`config.mk`:
```
export PLATFORM = sky130hd
export DESIGN_NAME = chia_xung_ctrl
export DESIGN_NICKNAME = d
export VERILOG_FILES = /design/src/rtl/chia_xung_pkg.sv /design/src/rtl/chia_xung_cnt.sv /design/src/rtl/chia_xung_ctrl.sv
export SDC_FILE = /design/constraint.sdc
export NUM_CORES = 1
export LEC_CHECK = 0
export ABC_AREA = 0
export BUFFER_PORTS_ARGS = -buffer_cell sky130_fd_sc_hd__buf_4
export CAP_MARGIN = 20
export CORE_MARGIN = 3
export CORE_UTILIZATION = 50
export CTS_CLUSTER_SIZE = 20
export DETAILED_ROUTE_END_ITERATION = 8
export HOLD_SLACK_MARGIN = 0.12
export PLACE_DENSITY = 0.68
export REMOVE_ABC_BUFFERS = 1
export SETUP_SLACK_MARGIN = 0.3
export SKIP_LAST_GASP = 1
export SLEW_MARGIN = 40
export SYNTH_ARGS = -nofsm -noshare
export SYNTH_HDL_FRONTEND = slang
export SYNTH_SLANG_ARGS = --single-unit
export TNS_END_PERCENT = 30
```
`constraint.sdc`:
```
create_clock -name clk -period 3.2 [get_ports clk]
set_input_delay 0.64 -clock clk [delete_from_list [all_inputs] [get_ports clk]]
set_output_delay 0.64 -clock clk [all_outputs]
set_load 0.1 [all_outputs]
```
`src/rtl/chia_xung_pkg.sv`:
```
// Shared types and default constants for the chia_xung clock-divider slice.
package chia_xung_pkg;

  localparam int unsigned CNT_W    = 26;
  localparam int unsigned DEF_HALF = 25000000;

  typedef enum logic [1:0] {
    IDLE,
    RUN,
    DRAIN
  } state_e;

endpackage

```
`src/rtl/chia_xung_cnt.sv`:
```
// Loadable wrap counter: counts 0..limit-1 while enabled, flags the wrap cycle.
module chia_xung_cnt #(
  parameter int unsigned CNT_W = 26
) (
  input  logic             clk,
  input  logic             rst_n,
  input  logic             clr,
  input  logic             en,
  input  logic [CNT_W-1:0] limit,
  output logic [CNT_W-1:0] cnt,
  output logic             wrap
);

  logic [CNT_W-1:0] cnt_q, cnt_d;

  assign wrap = en && (cnt_q == limit - CNT_W'(1));
  assign cnt  = cnt_q;

  always_comb begin
    cnt_d = cnt_q;
    if (clr || wrap) begin
      cnt_d = '0;
    end else if (en) begin
      cnt_d = cnt_q + CNT_W'(1);
    end
  end

  always_ff @(posedge clk) begin
    if (!rst_n) begin
      cnt_q <= '0;
    end else begin
      cnt_q <= cnt_d;
    end
  end

endmodule

```
`src/rtl/chia_xung_ctrl.sv`:
```
// Square-wave divider: run/drain FSM, half-period config handshake, q/tick registers.
module chia_xung_ctrl
  import chia_xung_pkg::*;
#(
  parameter int unsigned CNT_W    = chia_xung_pkg::CNT_W,
  parameter int unsigned DEF_HALF = chia_xung_pkg::DEF_HALF
) (
  input  logic             clk,
  input  logic             rst_n,
  input  logic             en,
  input  logic             cfg_valid,
  input  logic [CNT_W-1:0] cfg_half,
  output logic             cfg_ready,
  output logic             cfg_err,
  output logic             q,
  output logic             tick,
  output logic             busy
);

  state_e           state_q, state_d;
  logic             q_q, q_d;
  logic             tick_q, tick_d;
  logic             err_q, err_d;
  logic [CNT_W-1:0] half_q, half_d;
  logic             pend_v_q, pend_v_d;
  logic [CNT_W-1:0] pend_h_q, pend_h_d;

  logic             cnt_en;
  logic             cnt_clr;
  logic             wrap;
  logic [CNT_W-1:0] cnt;
  logic             accept;
  logic             cfg_zero;

  // In DRAIN with q low the period is abandoned, unless en comes back first.
  assign cnt_en  = (state_q == RUN) || ((state_q == DRAIN) && (en || q_q));
  assign cnt_clr = (state_d == IDLE);

  chia_xung_cnt #(.CNT_W(CNT_W)) u_cnt (
    .clk   (clk),
    .rst_n (rst_n),
    .clr   (cnt_clr),
    .en    (cnt_en),
    .limit (half_q),
    .cnt   (cnt),
    .wrap  (wrap)
  );

  always_comb begin
    state_d = state_q;
    unique case (state_q)
      IDLE:    if (en) state_d = RUN;
      RUN:     if (!en) state_d = DRAIN;
      DRAIN: begin
        if (en) begin
          state_d = RUN;
        end else if (!q_q || wrap) begin
          state_d = IDLE;
        end
      end
      default: state_d = IDLE;
    endcase
  end

  assign accept   = cfg_valid && cfg_ready;
  assign cfg_zero = (cfg_half == '0);

  always_comb begin
    q_d      = wrap ? !q_q : q_q;
    tick_d   = wrap && !q_q;
    err_d    = accept && cfg_zero;
    half_d   = half_q;
    pend_v_d = pend_v_q;
    pend_h_d = pend_h_q;
    // Pending value lands at a wrap or whenever the FSM is (or is becoming) idle.
    if (pend_v_q && (wrap || state_q == IDLE || state_d == IDLE)) begin
      half_d   = pend_h_q;
      pend_v_d = 1'b0;
    end
    if (accept && !cfg_zero) begin
      if (state_q == IDLE) begin
        half_d = cfg_half;
      end else begin
        pend_v_d = 1'b1;
        pend_h_d = cfg_half;
      end
    end
  end

  always_ff @(posedge clk) begin
    if (!rst_n) begin
      state_q  <= IDLE;
      q_q      <= 1'b0;
      tick_q   <= 1'b0;
      err_q    <= 1'b0;
      half_q   <= CNT_W'(DEF_HALF);
      pend_v_q <= 1'b0;
      pend_h_q <= '0;
    end else begin
      state_q  <= state_d;
      q_q      <= q_d;
      tick_q   <= tick_d;
      err_q    <= err_d;
      half_q   <= half_d;
      pend_v_q <= pend_v_d;
      pend_h_q <= pend_h_d;
    end
  end

  assign cfg_ready = !pend_v_q;
  assign cfg_err   = err_q;
  assign q         = q_q;
  assign tick      = tick_q;
  assign busy      = (state_q != IDLE);

endmodule

```
==> results of run 1 <==
-- placed cells by master, fill, tap and decap left out, drive strengths merged, types with 16 or more instances in the layout --
| cell type | count |
|---|---|
| a21boi | 28 |
| xnor2 | 28 |
| a21oi | 18 |
| inv | 16 |
| dfxtp | 84 |
| o21ai | 25 |
| xor2 | 24 |
| nor2 | 64 |
| mux2i | 28 |
| buf | 99 |
| nand2 | 90 |
-- flip-flops by register name, indices dropped and copies added (netlist names) --
| name | cells |
|---|---|
| cfg_err | 1 |
| pend_v_q | 1 |
| q | 1 |
| pend_h_q | 26 |
| half_q | 26 |
| tick | 1 |
| u_cnt.cnt | 26 |
| state_q | 2 |
-- path summary, 6_finish.rpt --
check	depth (start not counted)	endpoint	slack, ns	startpoint
max	14	half_q[25]	-0.20	half_q[1]
min	2	pend_h_q[2]	0.47	pend_h_q[2]
max reg2reg	14	half_q[25]	-0.20	half_q[1]
min reg2reg	2	pend_h_q[2]	0.47	pend_h_q[2]
-- repair_timing --
action | in CTS | in global routing
resized for setup | 24 | 9
setup endpoints to repair | 56 | 56
buffers inserted | 8 | 2
gates cloned | 2 | 0
pin swaps | 7 | 6
-- logic make-up (layout without fill, tap and decap cells) --
kind of cell / after synthesis / in the layout
AND/OR/NAND/NOR: 255 / 255
XOR/XNOR: 52 / 52
adder cells (fa/ha/maj): 2 / 2
AO/OA/AOI/OAI: 101 / 101
flip-flops: 84 / 84
multiplexers: 29 / 29
buffers and inverters: 38 / 129
-- layout make-up --
class | instances | area, um2 | share of cell area, %
Sequential cell | 84 | 1680 | 29.3
Clock buffer | 9 | 124 | 2.15
Tap cell | 108 | 135 | 2.35
Clock inverter | 7 | 61.3 | 1.07
Timing Repair Buffer | 99 | 840 | 14.6
Inverter | 14 | 52.6 | 0.914
Multi-Input combinational cell | 439 | 2850 | 49.6
-- worst max-delay path, stage by stage, from the launching register on --
cell and delay (ns):
dfxtp_2 0.33, inv_2 0.06, ha_4 0.13, or4b_4 0.50
buf_6 0.15, or4b_4 0.46, a211o_1 0.27, nand2_2 0.07
o21ai_2 0.07, a2111oi_4 0.44, a41oi_4 0.21, buf_6 0.18
buf_12 0.14, mux2i_2 0.17, o21ai_1 0.07
-- per-stage QoR --
stage | setup slack, ns | total power, mW
after floorplan | -1.60 | 1.35
after global placement | -0.177 | 1.53
after detailed placement | -0.290 | 1.54
after CTS | -0.165 | 2.30
after global routing | -0.364 | 2.40
final | -0.205 | 2.29
-- metal layers --
metal	wire [um]	share of wire, %	up-vias	track usage [%]
met5	0	0	-	0
met3	596	5.0	24	4.13
met2	5670	47	121	39.3
met4	256	2.1	0	7.26
li1	-	-	2135	-
met1	5500	46	2051	34.1
-- power breakdown --
| group | internal (mW) | switching, mW |
|---|---|---|
| clock | 0.296 | 0.436 |
| combinational | 0.204 | 0.243 |
| sequential | 1.08 | 0.0298 |
| total | 1.58 | 0.709 |
==> impl_summary.log, run 1 <==
INFO  metric design.core.area = 8810 um2
INFO  metric cts_inserted_buffers = 9
INFO  metric dominant_combinational_cell_family_by_area_after_synthesis = simple AND/OR/NAND/NOR gates
INFO  metric fp.dieW = 102 um
INFO  metric clock_tree.htree_level_count = 3
INFO  metric cts_tree = done
INFO  metric finalWeightedCongestion = 0.934
INFO  metric violated_checks = negative setup slack
INFO  metric pin_slew_with_the_least_headroom_to_its_limit = 0.766 ns
INFO  metric cellPowerDensity = 399 nW/um2
INFO  metric worst_skew_pair.late_latency = 0.36 ns
INFO  metric synth_enable_flop_cells = 0
INFO  metric routed-via-count = 4331
INFO  metric timing.slew.headroom = 48.4%
INFO  metric post_synth_xor_area_fraction = 9.95%
INFO  metric synth_fa_ha_area_share = 0.547%
INFO  metric synthesis.area = 4580 um2
INFO  metric clkTransAtPathRegs = 0.10 ns
INFO  metric synth.distinct_cells = 60
INFO  metric final_worst_hold_slack = 0.469 ns
INFO  metric detailedRoute.firstIterationViolations = 314
INFO  metric routed_wl = 12.0 mm
INFO  metric dp.final_hpwl = 8.82 mm
INFO  metric grtUsageTotal = 24.6%
INFO  metric initial_utilization = 52.0%
INFO  metric final_setup_viols = 55
INFO  metric grt_start_max_net_pins = 38
INFO  metric dieArea = 10300 um2
INFO  metric synth_top_flop_cell = dfxtp_1
INFO  metric drt_pass1_iterations = 5
INFO  metric post_dp_cell_area = 5300 um2
INFO  metric grt_overflow = 0
INFO  metric post-synth-top-area-fraction = 36.8%
INFO  metric timing_hold_violations_final = 0
INFO  metric synth_top_area_cell = dfxtp_1
INFO  metric final.fill_count = 749
INFO  metric p_leak = 2.26 nW
INFO  metric slew_viol_final = 0
INFO  metric port_buffers = 34
INFO  metric dieHeight = 102 um
INFO  metric grt_antenna_before_repair = 0
INFO  metric rsz0062_at_grt = yes
INFO  metric cp_data_required_time = 3.42 ns
INFO  metric drc = 0
INFO  metric synth_cells = 561
INFO  metric critPathLaunchType = flip-flop
INFO  metric post-route-worst-setup-slack = -0.205 ns
INFO  metric fin_area = 5750 um2
INFO  metric vdd.ir_drop.worst = 0.286 mV
INFO  metric synth_async_sr_flop_share = 0%
INFO  metric critical_path_peak_fanout = 6
INFO  metric drtAntennaViolNets = 0
INFO  metric most_instantiated_library_cell_after_synthesis = nand2_1
INFO  metric fin_crit_sh = 106%
INFO  metric post_synth.cell_area_avg = 8.16 um2
INFO  metric clock_tree.root_cell = clkbuf_8
INFO  metric antennaDiodeCount = 0
INFO  metric finalCoreUtilization = 65.3%
INFO  metric num_io_pins = 35
INFO  metric post-place-cells = 732
INFO  metric fin_setup_tns = -7.09 ns
INFO  metric synth-compound-area-share = 15.4%
INFO  metric final.setup_skew = 0.0119 ns
INFO  metric post_layout_nonfiller_instances = 760
INFO  metric outcome = complete, but fails checks
INFO  metric synth.area.mux_share = 6.37%
INFO  metric first_global_vias = 4152
INFO  metric critPathArrivalTime = 3.63 ns
INFO  metric areaGrowthSynthToFinish = 25.6%
INFO  metric hold_buffer_count_at_cts = 0
INFO  metric post_drt_via_cell_ratio = 5.70
INFO  metric placement_rows = 34
INFO  metric drive_gt1_share = 22.7%
INFO  metric cts.sink_count = 84
INFO  metric crit_path_end_kind = flip-flop
INFO  metric min-delay-path-class = flip-flop to flip-flop
INFO  metric count_of_max_cap_constraint_violations = 0
INFO  metric yosysWarnings = 0
INFO  metric synth.top_cells.by_count = 90 x nand2_1, 84 x dfxtp_1, 64 x nor2_1
INFO  metric synth_simple_gate_area_share = 27.2%
INFO  metric maxClockFrequency = 0.294 GHz
INFO  metric period_minus_slack = 3.40 ns
INFO  metric ys_ff_latch = 84
INFO  metric netlist_top_cells_area = dfxtp_1 37%, nand2_1 7.4%, mux2i_1 6.1%
INFO  metric timing_worst_setup_path_type = flip-flop to flip-flop
INFO  metric clock_tree.buffer_depth = 2
INFO  metric global_route_wire_length_before_repair = 20.2 mm
INFO  metric final_net_count = 679
INFO  metric route.detailed.wl_per_inst = 15.8 um
INFO  metric synth-seq-area-share = 36.8%
(Power assumes the default switching activity.)
==> inputs of run 2 (changes only) <==
--- a/config.mk
+++ b/config.mk
@@ -8,6 +8,7 @@
 export ABC_AREA = 0
 export BUFFER_PORTS_ARGS = -buffer_cell sky130_fd_sc_hd__buf_4
 export CAP_MARGIN = 20
+export CORE_ASPECT_RATIO = 1.2
 export CORE_MARGIN = 3
 export CORE_UTILIZATION = 50
 export CTS_CLUSTER_SIZE = 20
==> impl_summary.log, run 2 (synthesized netlist as in run 1, its figures left out) <==
INFO  metric fin_setup_tns = -8.78 ns (-1.68 ns)
INFO  metric critPathArrivalTime = 3.70 ns (+0.07 ns)
INFO  metric initial_utilization = 52.3% (+0.33 points)
INFO  metric maxClockFrequency = 0.290 GHz (-1.2%)
INFO  metric dp.final_hpwl = 8.71 mm (-1.3%)
INFO  metric cp_data_required_time = 3.45 ns (+0.03 ns)
INFO  metric grt_overflow = 0 (unchanged)
INFO  metric outcome = complete, but fails checks
INFO  metric mostFrequentLayoutCells = 89 x nand2_1, 82 x dfxtp_1, 81 x buf_4
INFO  metric critPathLaunchType = flip-flop
INFO  metric worst_skew_pair.late_latency = 0.37 ns (about the same)
INFO  metric hold_start = en
INFO  metric first_global_vias = 4172 (+0.48%)
INFO  metric global_route_wire_length_before_repair = 20.4 mm (+1.2%)
INFO  metric pin_slew_with_the_least_headroom_to_its_limit = 0.804 ns (+0.0383 ns)
INFO  metric grt_antenna_before_repair = 0 (unchanged)
INFO  metric crit_path_end_kind = flip-flop
INFO  metric post_layout_nonfiller_instances = 762 (+0.26%)
INFO  metric timing_hold_violations_final = 0 (unchanged)
INFO  metric min-delay-path-class = primary input to flip-flop
INFO  metric clkTransAtPathRegs = 0.08 ns (-0.02 ns)
INFO  metric cts.sink_count = 84 (unchanged)
INFO  metric post-route-worst-setup-slack = -0.246 ns (-0.0414 ns)
INFO  metric worst-r2r-cell-count = 14 (unchanged)
INFO  metric most_frequent_standard_cell_in_the_layout_excluding_fill_and_tap_cells = nand2_1
INFO  metric worst-r2r-setup-slack = -0.25 ns (-0.04 ns)
INFO  metric cts_tree = done
INFO  metric timing.slew.headroom = 46.4% (-2.0 points)
INFO  metric post_drt_via_cell_ratio = 5.54 (-2.8%)
INFO  metric final_setup_viols = 55 (unchanged)
INFO  metric min_delay_path_depth = 2 (unchanged)
INFO  metric clock_tree.buffer_depth = 2 (unchanged)
INFO  metric rsz0062_at_grt = yes
INFO  metric detailedRoute.firstIterationViolations = 213 (-32%)
INFO  metric placement_rows = 37 (+8.8%)
INFO  metric fin_crit_sh = 108% (+1.3 points)
INFO  metric cellPowerDensity = 432 nW/um2 (+8.3%)
INFO  metric drive_gt1_share = 21.1% (-1.6 points)
INFO  metric design.core.area = 8750 um2 (-0.64%)
INFO  metric routed-via-count = 4219 (-2.6%)
INFO  metric cts_inserted_buffers = 9 (unchanged)
INFO  metric antennaDiodeCount = 0 (unchanged)
INFO  metric violated_checks = negative setup slack
INFO  metric drt_pass1_iterations = 6 (+1)
INFO  metric period_minus_slack = 3.45 ns (+0.0414 ns)
INFO  metric port_buffers = 34 (unchanged)
INFO  metric num_io_pins = 35 (unchanged)
INFO  metric vdd.ir_drop.worst = 0.333 mV (+16%)
INFO  metric grtUsageTotal = 24.7% (+0.13 points)
INFO  metric finalWeightedCongestion = 0.897 (-3.9%)
INFO  metric timing_worst_setup_path_type = flip-flop to flip-flop
INFO  metric fp.dieW = 93.3 um (-8.2%)
INFO  metric final.setup_skew = 0.0122 ns (+0.000329 ns)
INFO  metric areaGrowthSynthToFinish = 25.7% (about the same)
INFO  metric count_of_max_cap_constraint_violations = 0 (unchanged)
INFO  metric totalPowerFinal = 2.49 mW (+8.4%)
INFO  metric drc = 0 (unchanged)
INFO  metric whs_endpoint = state_q[1]
INFO  metric p_leak = 2.25 nW (-0.41%)
INFO  metric crit-reg2reg-launch = half_q[0]
INFO  metric dieHeight = 111 um (+9.0%)
INFO  metric post-place-cells = 737 (+0.68%)
INFO  metric clock_tree.htree_level_count = 3 (unchanged)
INFO  metric dieArea = 10300 um2 (about the same)
INFO  metric critical_path_peak_fanout = 7 (+1)
INFO  metric routed_wl = 12.1 mm (+0.67%)
INFO  metric drtAntennaViolNets = 0 (unchanged)
INFO  metric grt_start_max_net_pins = 34 (-11%)
INFO  metric regToRegEndpoint = half_q[6]
INFO  metric crit_start = half_q[0]
INFO  metric route.detailed.wl_per_inst = 15.9 um (+0.40%)
INFO  metric slew_viol_final = 0 (unchanged)
INFO  metric finalCoreUtilization = 65.7% (+0.45 points)
INFO  metric clock_tree.root_cell = clkbuf_8
INFO  metric final_net_count = 672 (-1.0%)
[run 2: cell count changes in the layout (fill, tap and decap cells not counted), moves of 2 or more]
cell and delta:
bufinv_16 +3, inv_8 -2, buf_4 -8, nor4_4 -2
clkinv_4 -3, o31ai_2 -2
[run 2: power by group]
group	switching [mW]	internal, mW	leakage, nW	total (mW)
logic	0.241	0.205	1.45	0.446
clock network	0.405	0.520	0.117	0.925
registers	0.0308	1.08	0.684	1.12
total	0.676	1.81	2.25	2.49
[run 2: area by class of cell]
type,instances,area [um2]
clock buffers,10,128
clock inverters,6,111
fillers,742,3000
inverters,14,52.6
multi-input cells,439,2820
flip-flops and latches,84,1680
well taps,117,146
repair buffers,92,807
[run 2: worst max-delay path by stage]
stage / to / slack (ns) / depth (start not counted)
2_1_floorplan: half_q[13] / -1.60 / 9
3_3_place_gp: q / -0.19 / 13
3_5_place_dp: half_q[6] / -0.25 / 12
4_1_cts: half_q[6] / -0.17 / 14
5_1_grt: half_q[4] / -0.35 / 14
6_report: half_q[6] / -0.25 / 14
[run 2: metrics by stage]
step / hold WS [ns] / worst slack (ns) / instance area, um2
after global placement: 0.449 / -0.191 / 5280
after floorplan: 0.443 / -1.60 / 4460
after global routing: 0.457 / -0.352 / 5750
final: 0.455 / -0.246 / 5750
after CTS: 0.442 / -0.171 / 5730
after detailed placement: 0.457 / -0.251 / 5280
[run 2: metal layers]
| layer | GRT usage [%] | wire [um] |
|---|---|---|
| met5 | 0 | 0 |
| met4 | 8.60 | 248 |
| met3 | 3.87 | 463 |
| met2 | 40.9 | 5950 |
| met1 | 32.3 | 5440 |
[run 2: what timing repair did]
item,in CTS,in global routing
hold buffers,0,0
cloned,3,0
gates resized for setup,24,6
pin swaps,16,11
setup endpoints to repair,56,56
setup buffers,6,0
[run 2: critical path, cell delays in order, from the launching register on]
cell and delay [ns]:
dfxtp_2 0.33, inv_2 0.07, ha_4 0.13, or4b_4 0.47, buf_6 0.15, or4_4 0.50
mux2i_1 0.21, o31ai_2 0.10, buf_4 0.16, a2111oi_4 0.38, a41oi_4 0.23, buf_6 0.20
buf_12 0.14, mux2i_2 0.17, a21oi_1 0.09
==> inputs of run 3 (changes only) <==
--- a/config.mk
+++ b/config.mk
@@ -6,10 +6,9 @@
 export NUM_CORES = 1
 export LEC_CHECK = 0
 export ABC_AREA = 0
-export BUFFER_PORTS_ARGS = -buffer_cell sky130_fd_sc_hd__buf_4
+export BUFFER_PORTS_ARGS = -buffer_cell sky130_fd_sc_hd__buf_2
 export CAP_MARGIN = 20
 export CORE_ASPECT_RATIO = 1.2
-export CORE_MARGIN = 3
 export CORE_UTILIZATION = 50
 export CTS_CLUSTER_SIZE = 20
 export DETAILED_ROUTE_END_ITERATION = 8
@@ -21,5 +20,6 @@
 export SLEW_MARGIN = 40
 export SYNTH_ARGS = -nofsm -noshare
 export SYNTH_HDL_FRONTEND = slang
+export SYNTH_HIERARCHICAL = 1
 export SYNTH_SLANG_ARGS = --single-unit
 export TNS_END_PERCENT = 30
==> impl_summary.log, run 3 <==
INFO  metric outcome = complete, no violations
INFO  metric min-delay-path-class = flip-flop to flip-flop
INFO  metric crit_start = half_q[0]
INFO  metric synth.top_cells.by_count = 84 x dfxtp_1, 77 x nand2_1, 43 x nor2_1
INFO  metric timing_hold_violations_final = 0 (unchanged)
INFO  metric count_of_max_cap_constraint_violations = 0 (unchanged)
INFO  metric final.setup_skew = 0.00955 ns (-0.00266 ns)
INFO  metric vdd.ir_drop.worst = 0.331 mV (-0.53%)
INFO  metric dieHeight = 107 um (-3.3%)
INFO  metric final_worst_hold_slack = 0.462 ns (+0.00757 ns)
INFO  metric drtAntennaViolNets = 0 (unchanged)
INFO  metric post-synth-top-area-fraction = 36.5% (-0.25 points)
INFO  metric drc = 0 (unchanged)
INFO  metric hold_buffer_count_at_cts = 0 (unchanged)
INFO  metric crit-reg2reg-launch = half_q[0]
INFO  metric critPathSlowestCell = or4_4
INFO  metric timing.slew.headroom = 63.0% (+17 points)
INFO  metric clock_tree.buffer_depth = 2 (unchanged)
INFO  metric totalPowerFinal = 2.35 mW (-5.5%)
INFO  metric design.core.area = 8990 um2 (+2.7%)
INFO  metric drt_pass1_iterations = 4 (-2)
INFO  metric fin_setup_tns = 0 ns (+8.78 ns)
INFO  metric cellPowerDensity = 431 nW/um2 (-0.28%)
INFO  metric area.sequential = 1690 um2 (about the same)
INFO  metric port_buffers = 34 (unchanged)
INFO  metric period_minus_slack = 3.09 ns (-0.361 ns)
INFO  metric switching_share = 26.7% (-0.50 points)
INFO  metric sequentialPowerShare = 48.2% (+3.3 points)
INFO  metric synth_async_sr_flop_share = 0% (unchanged)
INFO  metric most_instantiated_library_cell_after_synthesis = dfxtp_1
INFO  metric dieArea = 9600 um2 (-7.1%)
INFO  metric fp.dieW = 89.6 um (-4.0%)
INFO  metric netlist_top_cells_area = dfxtp_1 37%, mux2i_1 6.5%, nand2_1 6.3%
INFO  metric power_report.internal_total = 1.72 mW (-4.9%)
INFO  metric synth_top_area_cell = dfxtp_1
INFO  metric hold_start = pend_h_q[20]
INFO  metric areaGrowthSynthToFinish = 18.3%
INFO  metric post_synth.cell_area_avg = 8.23 um2 (+0.86%)
INFO  metric cp_num_buf_inv = 3 (-2)
INFO  metric ys_ff_latch = 84 (unchanged)
INFO  metric critPathLaunchType = flip-flop
INFO  metric yosysWarnings = 6 (+6)
INFO  metric synth-seq-area-share = 36.5% (-0.25 points)
INFO  metric cts_tree = done
INFO  metric path_common_cell = nor4_4
INFO  metric post_dp_cell_area = 5060 um2 (-4.1%)
INFO  metric post_layout_nonfiller_instances = 739 (-3.0%)
INFO  metric grt_antenna_before_repair = 0 (unchanged)
INFO  metric antennaDiodeCount = 0 (unchanged)
INFO  metric grtUsageTotal = 23.9% (-0.87 points)
INFO  metric finalCoreUtilization = 60.6% (-5.1 points)
INFO  metric rsz0062_at_grt = yes
INFO  metric path_cells = buf_6 -> or4_4 -> nor4_4 -> mux2i_1 -> o31a_2 -> o22ai_4 -> nor4_4 -> inv_1 -> a31oi_1 -> o21a_1 -> nor2b_4 -> clkbuf_16 -> nand2_1 -> nor2_1
INFO  metric worst_skew_pair.late_latency = 0.36 ns (about the same)
INFO  metric initial_utilization = 51.3% (-1.0 points)
INFO  metric p_switching = 0.627 mW (-7.3%)
INFO  metric fin_area = 5450 um2 (-5.3%)
INFO  metric placement_rows = 38 (+2.7%)
INFO  metric fin_crit_sh = 96.4% (-11 points)
INFO  metric maxClockFrequency = 0.324 GHz (+12%)
INFO  metric synthesis.area = 4610 um2 (+0.68%)
INFO  metric cp_data_required_time = 3.49 ns (+0.04 ns)
INFO  metric synth.distinct_cells = 58 (-3.3%)
INFO  metric final_setup_viols = 0 (-100%)
INFO  metric synth_cells = 560 (-0.18%)
INFO  metric routed-via-count = 4101 (-2.8%)
INFO  metric pin_slew_with_the_least_headroom_to_its_limit = 0.555 ns (-0.249 ns)
INFO  metric dp.final_hpwl = 7.82 mm (-10%)
INFO  metric power.share.combinational = 15.9% (-2.0 points)
INFO  metric post-route-worst-setup-slack = 0.115 ns (+0.361 ns)
INFO  metric multi_input_comb_area = 2800 um2 (-0.84%)
INFO  metric clock_tree.htree_level_count = 3 (unchanged)
INFO  metric cts.sink_count = 84 (unchanged)
INFO  metric post-place-cells = 718 (-2.6%)
INFO  metric routed_wl = 10.9 mm (-9.9%)
INFO  metric critPathArrivalTime = 3.37 ns (-0.33 ns)
INFO  metric grt_start_max_net_pins = 67 (+97%)
INFO  metric mostFrequentLayoutCells = 81 x dfxtp_1, 77 x nand2_1, 42 x nor2_1
INFO  metric p_leak = 2.26 nW (+0.69%)
INFO  metric most_frequent_standard_cell_in_the_layout_excluding_fill_and_tap_cells = dfxtp_1
INFO  metric first_global_vias = 3662 (-12%)
INFO  metric power.clock.fraction = 35.8% (-1.4 points)
INFO  metric num_io_pins = 35 (unchanged)
INFO  metric clkTransAtPathRegs = 0.08 ns (about the same)
INFO  metric place_worst_setup_slack = -0.0151 ns (+0.236 ns)
INFO  metric synth_enable_flop_cells = 0 (unchanged)
INFO  metric final_net_count = 647 (-3.7%)
INFO  metric cpPeakStageDelay = 0.55 ns (+0.05 ns)
INFO  metric slew_viol_final = 0 (unchanged)
INFO  metric detailedRoute.firstIterationViolations = 178 (-16%)
INFO  metric finalWeightedCongestion = 0.905 (+0.89%)
INFO  metric final.fill_count = 795 (+7.1%)
INFO  metric timing_worst_setup_path_type = flip-flop to flip-flop
INFO  metric critical_path.top_delay_family = simple AND/OR/NAND/NOR gates
INFO  metric synth_top_flop_cell = dfxtp_1
INFO  metric critical_path_peak_fanout = 13 (+6)
INFO  metric grt_overflow = 0 (unchanged)
INFO  metric cts_inserted_buffers = 9 (unchanged)
INFO  metric clock_tree.root_cell = clkbuf_8
INFO  metric global_route_wire_length_before_repair = 17.5 mm (-14%)
INFO  metric crit_path_end_kind = flip-flop
INFO  metric post_drt_via_cell_ratio = 5.55 (+0.23%)
INFO  metric route.detailed.wl_per_inst = 14.8 um (-7.1%)
INFO  metric drive_gt1_share = 21.6% (+0.56 points)
run 3: worst reg2reg max path: stages, from the launching register on:
cell and delay [ns]:
dfxtp_2 0.33, buf_6 0.12, or4_4 0.55, nor4_4 0.25, mux2i_1 0.16, o31a_2 0.42
o22ai_4 0.14, nor4_4 0.07, inv_1 0.09, a31oi_1 0.08, o21a_1 0.23, nor2b_4 0.24
clkbuf_16 0.22, nand2_1 0.05, nor2_1 0.09
run 3: kinds of logic (layout without fill, tap and decap cells):
kind of cell	count (synthesis)	count (layout)	share of synthesized area, %
DFF	84	84	36.5
AOI/OAI and AO/OA	90	90	11.2
and+or+nand+nor	255	255	29.6
muxes	30	30	6.52
xor gates and xnor gates	58	58	11.0
adders and majority gates	2	2	0.543
buffers and inverters	41	100	4.59
run 3: repair_timing:
| action | CTS | global route |
|---|---|---|
| cloned | 0 | 2 |
| pin swaps | 3 | 9 |
| setup buffers | 1 | 3 |
| resized for setup | 8 | 12 |
| setup endpoints to repair | 55 | 56 |
run 3: path summary, 6_finish.rpt:
| path | end | slack, ns | depth (start not counted) |
|---|---|---|---|
| worst max-delay path | u_cnt/cnt[13] | 0.11 | 14 |
| worst min-delay path | pend_h_q[20] | 0.46 | 2 |
| worst max register to register | u_cnt/cnt[13] | 0.11 | 14 |
| worst min register to register | pend_h_q[20] | 0.46 | 2 |
run 3: per-layer routing:
layer | vias to the layer above | track usage (%) | share of wire [%]
met4 | 0 | 11.7 | 2.6
met1 | 1916 | 31.1 | 46
li1 | 2078 | - | -
met3 | 21 | 2.85 | 2.7
met5 | - | 0 | 0
met2 | 86 | 38.5 | 49
run 3: final cells by class:
cell class	count	area share [%]
Clock buffer	10	2.53
Clock inverter	5	1.58
Inverter	8	0.551
Multi-Input combinational cell	435	51.4
Sequential cell	84	30.9
Tap cell	120	2.76
Timing Repair Buffer	77	10.3
run 3: power by group through the flow:
stage | registers (mW) | logic, mW | clock network, mW
after floorplan | 1.15 | 0.191 | 0
after global placement | 1.15 | 0.331 | 0
after detailed placement | 1.15 | 0.339 | 0
after CTS | 1.13 | 0.351 | 0.861
after global routing | 1.14 | 0.407 | 0.906
final | 1.13 | 0.374 | 0.841
